==> src/rtl/multicycle_sequencer_if.sv <==
// Control-side bundle between the multicycle sequencer and the
// datapath / unified memory port it steers.
interface multicycle_sequencer_if #(
    parameter int RETIRE_W = 16
);
    logic [2:0]          opcode;
    logic                eq_out;
    logic                mem_ack;
    logic                resume;
    logic                mem_req;
    logic                mem_we;
    logic                mem_addr_sel;
    logic                ir_we;
    logic                pc_we;
    logic                pc_sel;
    logic                reg_we;
    logic                wb_sel;
    logic                alu_add;
    logic                alu_nand;
    logic                alu_pass1;
    logic                alu_eq;
    logic                halted;
    logic [RETIRE_W-1:0] instr_retired;

    // Sequencer side
    modport slave (
        input  opcode, eq_out, mem_ack, resume,
        output mem_req, mem_we, mem_addr_sel, ir_we, pc_we, pc_sel,
               reg_we, wb_sel, alu_add, alu_nand, alu_pass1, alu_eq,
               halted, instr_retired
    );

    // Datapath / memory side
    modport master (
        output opcode, eq_out, mem_ack, resume,
        input  mem_req, mem_we, mem_addr_sel, ir_we, pc_we, pc_sel,
               reg_we, wb_sel, alu_add, alu_nand, alu_pass1, alu_eq,
               halted, instr_retired
    );
endinterface

==> src/rtl/multicycle_sequencer.sv <==
// Multi-cycle control sequencer for the 16-bit RISC core: walks each
// instruction through FETCH/DECODE/EXEC/MEM/WB, arbitrates the single
// memory port between fetch and data access, and counts retirements.
module multicycle_sequencer #(
    parameter int RETIRE_W = 16
) (
    input  logic                  clk,
    input  logic                  rst,
    multicycle_sequencer_if.slave bus
);
    typedef enum logic [2:0] {
        RST_IDLE = 3'd0,
        FETCH    = 3'd1,
        DECODE   = 3'd2,
        EXEC     = 3'd3,
        MEM      = 3'd4,
        WB       = 3'd5,
        HALT     = 3'd6
    } state_t;

    localparam logic [2:0] OP_ADD  = 3'b000;
    localparam logic [2:0] OP_NAND = 3'b001;
    localparam logic [2:0] OP_LUI  = 3'b010;
    localparam logic [2:0] OP_BEQ  = 3'b011;
    localparam logic [2:0] OP_SW   = 3'b100;
    localparam logic [2:0] OP_LW   = 3'b101;
    localparam logic [2:0] OP_NOP  = 3'b110;
    localparam logic [2:0] OP_HALT = 3'b111;

    state_t              state;
    logic [RETIRE_W-1:0] retired_q;
    logic                retire;
    logic                alu_phase;

    // Phase sequencing; memory phases hold until the ack arrives
    always_ff @(posedge clk or posedge rst) begin
        if (rst) begin
            state <= RST_IDLE;
        end else begin
            case (state)
                RST_IDLE: state <= FETCH;
                FETCH:    if (bus.mem_ack) state <= DECODE;
                DECODE:   state <= EXEC;
                EXEC: begin
                    case (bus.opcode)
                        OP_ADD, OP_NAND, OP_LUI: state <= WB;
                        OP_SW, OP_LW:            state <= MEM;
                        OP_HALT:                 state <= HALT;
                        default:                 state <= FETCH;
                    endcase
                end
                MEM:      if (bus.mem_ack) state <= (bus.opcode == OP_LW) ? WB : FETCH;
                WB:       state <= FETCH;
                HALT:     if (bus.resume) state <= FETCH;
                default:  state <= RST_IDLE;
            endcase
        end
    end

    // An instruction retires on the edge that leaves its last phase
    always_comb begin
        retire = 1'b0;
        case (state)
            WB:      retire = 1'b1;
            MEM:     retire = bus.mem_ack && (bus.opcode != OP_LW);
            EXEC:    retire = (bus.opcode == OP_BEQ) || (bus.opcode == OP_NOP) ||
                              (bus.opcode == OP_HALT);
            default: retire = 1'b0;
        endcase
    end

    // Retired-instruction counter, wraps naturally at its width
    always_ff @(posedge clk or posedge rst) begin
        if (rst) begin
            retired_q <= '0;
        end else if (retire) begin
            retired_q <= retired_q + 1'b1;
        end
    end

    assign bus.instr_retired = retired_q;

    // Control outputs decoded from phase and opcode; reset forces IDLE so they drop at once
    always_comb begin
        bus.mem_req      = 1'b0;
        bus.mem_we       = 1'b0;
        bus.mem_addr_sel = 1'b0;
        bus.ir_we        = 1'b0;
        bus.pc_we        = 1'b0;
        bus.pc_sel       = 1'b0;
        bus.reg_we       = 1'b0;
        bus.wb_sel       = 1'b0;
        bus.halted       = 1'b0;
        alu_phase        = (state == EXEC) || (state == MEM) || (state == WB);
        case (state)
            FETCH: begin
                bus.mem_req = 1'b1;
                bus.ir_we   = bus.mem_ack;
                bus.pc_we   = bus.mem_ack;
            end
            EXEC: begin
                if (bus.opcode == OP_BEQ) begin
                    bus.pc_we  = bus.eq_out;
                    bus.pc_sel = 1'b1;
                end
            end
            MEM: begin
                bus.mem_req      = 1'b1;
                bus.mem_addr_sel = 1'b1;
                bus.mem_we       = (bus.opcode == OP_SW);
            end
            WB: begin
                bus.reg_we = 1'b1;
                bus.wb_sel = (bus.opcode == OP_LW);
            end
            HALT:    bus.halted = 1'b1;
            default: ;
        endcase
        bus.alu_add   = alu_phase && ((bus.opcode == OP_ADD) || (bus.opcode == OP_SW) ||
                                      (bus.opcode == OP_LW));
        bus.alu_nand  = alu_phase && (bus.opcode == OP_NAND);
        bus.alu_pass1 = alu_phase && (bus.opcode == OP_LUI);
        bus.alu_eq    = alu_phase && (bus.opcode == OP_BEQ);
    end
endmodule

==> src/flat_wrapper.sv <==
// flat-port wrapper written by rule: the top's interface ports become plain ports
module multicycle_sequencer_flat 
#(
    parameter int RETIRE_W = 16
)
  (clk, rst, bus_opcode, bus_eq_out, bus_mem_ack, bus_resume, bus_mem_req, bus_mem_we, bus_mem_addr_sel, bus_ir_we, bus_pc_we, bus_pc_sel, bus_reg_we, bus_wb_sel, bus_alu_add, bus_alu_nand, bus_alu_pass1, bus_alu_eq, bus_halted, bus_instr_retired);
  multicycle_sequencer_if #(.RETIRE_W(RETIRE_W)) bus_i ();
  input  logic clk;
  input  logic rst;
  input wire logic [$bits(bus_i.opcode)-1:0] bus_opcode;
  input wire logic [$bits(bus_i.eq_out)-1:0] bus_eq_out;
  input wire logic [$bits(bus_i.mem_ack)-1:0] bus_mem_ack;
  input wire logic [$bits(bus_i.resume)-1:0] bus_resume;
  output wire logic [$bits(bus_i.mem_req)-1:0] bus_mem_req;
  output wire logic [$bits(bus_i.mem_we)-1:0] bus_mem_we;
  output wire logic [$bits(bus_i.mem_addr_sel)-1:0] bus_mem_addr_sel;
  output wire logic [$bits(bus_i.ir_we)-1:0] bus_ir_we;
  output wire logic [$bits(bus_i.pc_we)-1:0] bus_pc_we;
  output wire logic [$bits(bus_i.pc_sel)-1:0] bus_pc_sel;
  output wire logic [$bits(bus_i.reg_we)-1:0] bus_reg_we;
  output wire logic [$bits(bus_i.wb_sel)-1:0] bus_wb_sel;
  output wire logic [$bits(bus_i.alu_add)-1:0] bus_alu_add;
  output wire logic [$bits(bus_i.alu_nand)-1:0] bus_alu_nand;
  output wire logic [$bits(bus_i.alu_pass1)-1:0] bus_alu_pass1;
  output wire logic [$bits(bus_i.alu_eq)-1:0] bus_alu_eq;
  output wire logic [$bits(bus_i.halted)-1:0] bus_halted;
  output wire logic [$bits(bus_i.instr_retired)-1:0] bus_instr_retired;
  assign bus_i.opcode = bus_opcode;
  assign bus_i.eq_out = bus_eq_out;
  assign bus_i.mem_ack = bus_mem_ack;
  assign bus_i.resume = bus_resume;
  assign bus_mem_req = bus_i.mem_req;
  assign bus_mem_we = bus_i.mem_we;
  assign bus_mem_addr_sel = bus_i.mem_addr_sel;
  assign bus_ir_we = bus_i.ir_we;
  assign bus_pc_we = bus_i.pc_we;
  assign bus_pc_sel = bus_i.pc_sel;
  assign bus_reg_we = bus_i.reg_we;
  assign bus_wb_sel = bus_i.wb_sel;
  assign bus_alu_add = bus_i.alu_add;
  assign bus_alu_nand = bus_i.alu_nand;
  assign bus_alu_pass1 = bus_i.alu_pass1;
  assign bus_alu_eq = bus_i.alu_eq;
  assign bus_halted = bus_i.halted;
  assign bus_instr_retired = bus_i.instr_retired;
  multicycle_sequencer #(.RETIRE_W(RETIRE_W)) u_core (.clk(clk), .rst(rst), .bus(bus_i));
endmodule
==> config.mk <==
export PLATFORM = sky130hd
export DESIGN_NAME = multicycle_sequencer_flat
export DESIGN_NICKNAME = d
export VERILOG_FILES = /design/src/rtl/multicycle_sequencer_if.sv /design/src/rtl/multicycle_sequencer.sv /design/src/flat_wrapper.sv
export SDC_FILE = /design/constraint.sdc
export NUM_CORES = 1
export LEC_CHECK = 0
export ABC_AREA = 1
export ABC_CLOCK_PERIOD_IN_PS = 1690
export BUFFER_PORTS_ARGS = -buffer_cell sky130_fd_sc_hd__clkbuf_2
export CAP_MARGIN = 20
export CELL_PAD_IN_SITES_DETAIL_PLACEMENT = 0
export CELL_PAD_IN_SITES_GLOBAL_PLACEMENT = 1
export CORE_UTILIZATION = 36
export CTS_CLUSTER_DIAMETER = 50
export DETAILED_ROUTE_END_ITERATION = 16
export GPL_TIMING_DRIVEN = 0
export HOLD_SLACK_MARGIN = 0.08
export PLACE_DENSITY_LB_ADDON = 0.25
export RECOVER_POWER = 50
export SETUP_SLACK_MARGIN = 0.2
export SLEW_MARGIN = 20
export SYNTH_ARGS = -nofsm -noshare
export SYNTH_HDL_FRONTEND = slang
export SYNTH_SLANG_ARGS = --single-unit
==> constraint.sdc <==
create_clock -name clk -period 1.69 [get_ports clk]
set_input_delay 0.338 -clock clk [delete_from_list [all_inputs] [get_ports clk]]
set_output_delay 0.338 -clock clk [all_outputs]
set_load 0.005 [all_outputs]
==> impl_metrics.ini, run 1 <==
[cts]
cts_sinks = 19
clockBufferDepth = 2
cts_tree = yes
cts_buffers = 3
clk_latency_ns = 0.26
cts_root_buf = clkbuf_8
cts_max_level = 1
clk_pin_slew_ns = 0.07

[critical_path]
worstPathMaxFanout = 6
critPathRequiredTime_ns = 1.35
worst-setup-path-type = reg -> out
cp_data_arrival_time_ns = 1.28
worstRegToRegCells = 9
cp_common_cell = nor2_4
rr_startpoint = u_core.state[0]
startpoint = u_core.state[2]
path_cells = nor2_4, inv_4, nor2_4, nand2_1, o21ai_1, buf_2
crit_buf_inv = 2
cpPeakStageDelay_ns = 0.48
crit_family = flip-flops
critPathCaptureType = output pin
critPathLaunchType = flop
cp_slowest_cell = dfrtp_2
rrSetupSlack_ns = 0.21
r2r_end = u_core.bus.instr_retired[14]

[synth]
synth_fp_nets = 214
synthAdderAreaFrac_pct = 0.927
synth-seq-cells = 19
synth_compound_area_share_pct = 7.69
synthesis.area_um2 = 1350
synthXorXnorAreaFrac_pct = 1.30
synthMuxAreaShare_pct = 0
synth_top_family_by_area = simple AND/OR/NAND/NOR gates
yosysSeqAreaShare_pct = 35.2
avgSynthCellArea_um2 = 6.59
postSynthCellCount = 205
ys_warn_count = 0
synthSimpleGateAreaFrac_pct = 43.1
synth_cell_types = 24

[cells_and_area]
layout-drive-gt1-share_pct = 38.8
n_antenna_cell = 0
nets = 270
layoutNonFillerInstCount = 306
areaGrowthSynthToFinish_pct = 44.4
num-fill-cells = 362
post-route-util_pct = 56.2

[route]
vias = 1434
wl_met3_um = 89
dr_wl_met2_um = 1470
viasPerCell = 4.69
routedWlPerCell_um = 10.9
wl_um = 3340
wirelength_met1_um = 1740
topRoutingLayerUsed = met4
drtIter0Drc = 88
drt_pass1_iterations = 4
drc = 0
ant_nets = 0

[job]
drv_cap = 0

[die]
chipWidth_um = 63.2
ios = 37
dieArea_um2 = 4000
row_count = 21
die_y_um = 63.2
design.core.area_um2 = 3470
start_util_pct = 38.9

[power_and_ir_drop]
sw_frac_of_total_pct = 43.8
switchingPower_mw = 1.09
ir_worst_vdd_mv = 0.901
cellLeakagePower_nw = 1.04
internal-power_mw = 1.40
combPwrFrac_pct = 57.9
p_seq_share_pct = 28.9
powerDensity_nw_per_um2 = 1280
clockPowerShare_pct = 13.1

[sta]
hold_violations = 0
max_freq_ghz = 0.618
finClkSkew_ns = 0.00470
rsz0062_at_grt = yes
slew_viol_final = 0
fin_crit_ns = 1.62
relSlewSlack_pct = 50.1
worst_pin_slew_ns = 0.748
finalCritPeriodShare_pct = 95.8
setup_viol = 0

[global_routing]
grt_util_all_layers_pct = 17.3
antenna_found_initial = 0
grt_max_degree = 20
grt_pass1_vias = 1193
grt-ovfl-total = 0
grt_pass1_wl_um = 5430

[worst_hold_path]
min_path_type = in -> async

[placement]
gp_congestion = 0.791
dp_hpwl_um = 2340
port_buffers = 35
dp_cells = 286

[status]
status = completed
-- through the flow --
step                      hold slack, ns  instance area [um^2]  total power [mW]  TNS, ns  setup WS (ns)
after global placement             0.486                  1580              1.62        0          0.147
after detailed placement           0.492                  1580              1.63        0          0.138
final                              0.179                  1950              2.50        0         0.0714
after CTS                          0.212                  1700              2.11        0         0.0572
after floorplan                    0.289                  1350              1.32        0          0.323
after global routing               0.260                  1950              2.70   -0.125        -0.0413
-- how the worst max path moves through the flow --
| stage | cells after the start | end | slack, ns |
|---|---|---|---|
| after floorplan | 8 | u_core.bus.instr_retired[12] | 0.32 |
| after global placement | 7 | bus_alu_add | 0.15 |
| after detailed placement | 7 | bus_alu_eq | 0.14 |
| after CTS | 6 | bus_alu_eq | 0.06 |
| after global routing | 7 | bus_alu_add | -0.04 |
| final | 6 | bus_pc_we | 0.07 |
-- cell usage in the layout, fill, tap and decap left out, drive strengths merged --
cell / instances
a21oi: 3
buf: 20
clkbuf: 38
dfrtp: 19
ha: 1
inv: 35
nand2: 76
nand3: 22
nand3b: 1
nand4: 7
nor2: 19
nor3: 1
nor4: 1
o211ai: 1
o21ai: 14
xor2: 2
-- cells in the mapped netlist --
cell,number,area [um^2]
nand3_1,15,75.1
nor2_2,1,6.26
nand2_4,1,11.3
a21oi_1,2,10.0
nand2_1,75,282
o21ai_1,5,25.0
o21ai_0,7,35.0
nor3_1,1,5.00
ha_1,1,12.5
o211ai_1,1,7.51
nor2_1,17,63.8
buf_2,1,5.00
nand3b_1,1,7.51
nor2_4,1,11.3
o21ai_2,2,17.5
xor2_1,2,17.5
dfrtp_1,19,475
buf_6,2,22.5
nor4_1,1,6.26
nand3_2,7,70.1
inv_1,32,120
nand4_1,7,43.8
a21oi_2,1,8.76
inv_2,3,11.3
-- cell type report --
type | count | area [um^2] | share of cell area, %
clock buffer | 4 | 45.0 | 2.31
inverter | 35 | 136 | 7.00
tap | 46 | 57.6 | 2.95
timing repair buffer | 51 | 340 | 17.5
sequential | 19 | 477 | 24.5
buffer | 3 | 40.0 | 2.05
multi-input combinational | 148 | 853 | 43.8
-- layer usage --
metal / up-vias / track usage, %
li1: 763 / -
met1: 647 / 23.9
met2: 19 / 26.6
met3: 5 / 3.80
met4: 0 / 5.97
met5: - / 0
-- cell families after synthesis --
logic type      after synthesis
fa+ha+maj                     1
buf+inv                      38
xor+xnor                      2
compound gates               18
simple gates                127
flops                        19
-- sequential cells by signal, indices dropped and copies added (netlist names) --
name                      flops
u_core.bus.instr_retired     16
u_core.state                  3
-- power groups by stage --
stage	combinational, mW	clock, mW	sequential [mW]
floorplan	0.614	0	0.705
global placement	0.891	0	0.728
detailed placement	0.899	0	0.731
CTS	1.06	0.338	0.713
global route	1.60	0.361	0.741
finish	1.45	0.328	0.722
-- worst reg2reg max path: stages, from the launching register on --
cell and delay [ns]:
dfrtp_1 0.42, nand2_2 0.11, nor2_4 0.05, buf_4 0.13, buf_6 0.11, a21oi_4 0.13
nand2_4 0.13, clkbuf_16 0.19, nand2_2 0.06, nand2_1 0.04
-- repair_timing --
item | 4_1_cts | 5_1_grt
setup endpoints to repair | 13 | 18
hold buffers | 0 | 0
buffers inserted | 6 | 9
pin swaps | 4 | 14
gates resized for setup | 11 | 43
gates cloned | 0 | 1
Note: power is estimated with default switching activity, not from simulation.
==> run 2: changes to the inputs <==
CAP_MARGIN = 25   (was 20)
CORE_UTILIZATION = 37   (was 36)
CTS_BUF_LIST = sky130_fd_sc_hd__clkbuf_4   (was unset)
CTS_CLUSTER_DIAMETER = unset   (was 50)
==> run 2 against run 1 <==
  * Worst setup slack got worse by 0.088 ns
  * Utilization grew 2.8 points
  * Hold slack got worse by 0.072 ns
  * Largest power group unchanged
  * Highest routed layer unchanged
  * The run now ends with setup timing left
==> impl_metrics.ini, run 2 (synthesis gave the netlist of run 1 again) <==
[route]
drc = 0
dr_wl_met2_um = 1750
ant_nets = 0
vias = 1478
drtIter0Drc = 41
routedWlPerCell_um = 11.6
viasPerCell = 4.80
wirelength_met1_um = 1660
wl_um = 3570
wl_met3_um = 92
topRoutingLayerUsed = met4
drt_pass1_iterations = 4

[power_and_ir_drop]
powerDensity_nw_per_um2 = 1280
ir_worst_vdd_mv = 0.827
cellLeakagePower_nw = 1.06

[cts]
cts_root_buf = clkbuf_4
cts_max_level = 1
clk_latency_ns = 0.31
cts_tree = yes
clk_pin_slew_ns = 0.13
clockBufferDepth = 2
cts_buffers = 3
postCtsHoldBufs = 0
cts_sinks = 19

[global_routing]
grt_max_degree = 20
grt_pass1_vias = 1282
grt_pass1_wl_um = 5690
grt-ovfl-total = 0
antenna_found_initial = 0
grt_util_all_layers_pct = 18.2

[sta]
finClkSkew_ns = 0.0163
finalCritPeriodShare_pct = 101
max_freq_ghz = 0.586
slew_viol_final = 0
rsz0062_at_grt = yes
setup_ws_ns = -0.0162
holdWs_ns = 0.107
worst_pin_slew_ns = 0.746
fin_crit_ns = 1.71
relSlewSlack_pct = 50.2
hold_violations = 0
setup_viol = 2

[critical_path]
path_cells = nand2_2, nor2_4, inv_2, nand3_4, o211ai_1, inv_1, clkbuf_2
cp_slowest_cell = dfrtp_2
critPathLaunchType = flop
worst-setup-path-type = reg -> out
worstPathMaxFanout = 4
cpPeakStageDelay_ns = 0.46
critPathRequiredTime_ns = 1.35
crit_family = flip-flops
cp_data_arrival_time_ns = 1.37
crit_buf_inv = 3
critPathCaptureType = output pin

[status]
status = finished with violations
violations = setup timing

[cells_and_area]
areaGrowthSynthToFinish_pct = 49.4
nets = 272
largest_register_ffs = 16
final_cell_mix = nand2_1, clkbuf_2, inv_1, dfrtp_1
layout_commonest_cell = nand2_1
layout-drive-gt1-share_pct = 41.6
n_antenna_cell = 0
num-fill-cells = 332

[die]
design.core.area_um2 = 3420
chipWidth_um = 62.4
ios = 37
start_util_pct = 39.5
die_y_um = 62.4
row_count = 21
dieArea_um2 = 3890

[placement]
port_buffers = 35
pre_cts_slack_ns = 0.140
gp_congestion = 0.780
dp_hpwl_um = 2270

[worst_hold_path]
min_path_type = in -> async

[job]
drv_cap = 0
[run 2: changes by cell type in the layout (fill, tap and decap cells not counted), sizes merged]
cell,change
clkinv,+1
clkbuf,-4
nand2,+1
buf,+4
[run 2: repair_timing]
item                                    CTS  global route
resized for setup                        14            51
pin swaps                                 3            21
endpoints found under the setup margin   14            28
gates cloned                              0             3
setup buffers                             9             6
[run 2: final timing paths]
path / to / cells past startpoint / startpoint / slack, ns
max: bus_alu_add / 7 / u_core.state[0] / -0.02
min: u_core.bus.instr_retired[1] / 2 / rst / 0.11
max reg2reg: u_core.bus.instr_retired[9] / 8 / u_core.state[0] / 0.15
min reg2reg: u_core.bus.instr_retired[15] / 2 / u_core.bus.instr_retired[15] / 0.53
max in group asynchronous: u_core.state[2] / 2 / rst / 1.04
min in group clk: u_core.state[0] / 2 / bus_mem_ack / 0.28
[run 2: cell type report]
type | instances | area [um^2] | share of cell area (%)
multi-input combinational | 149 | 908 | 45.0
sequential | 19 | 478 | 23.7
timing repair buffer | 52 | 374 | 18.5
inverter | 35 | 136 | 6.76
tap | 46 | 57.6 | 2.85
buffer | 3 | 35.0 | 1.74
clock buffer | 3 | 22.5 | 1.12
clock inverter | 1 | 5.00 | 0.248
[run 2: report_power, final]
group          total (mW)  internal (mW)  leakage [nW]  switching, mW
combinational        1.59          0.748         0.787          0.839
sequential          0.746          0.574         0.251          0.172
clock               0.246         0.0885        0.0177          0.158
[run 2: metal layers]
metal / up-vias / GRT usage (%)
met5: - / 0
met2: 27 / 30.4
li1: 762 / -
met3: 4 / 1.64
met4: 0 / 7.85
met1: 685 / 23.8
[run 2: metrics by stage]
step	total power [mW]	instance area [um^2]	setup TNS [ns]	instances	utilization, %
3_5_place_dp	1.62	1580	0	286	46.3
5_1_grt	2.78	2020	-0.626	308	59.0
3_3_place_gp	1.62	1580	0	286	46.3
6_report	2.58	2020	-0.0224	308	59.0
4_1_cts	2.02	1720	-0.0221	299	50.2
2_1_floorplan	1.32	1350	0	205	-
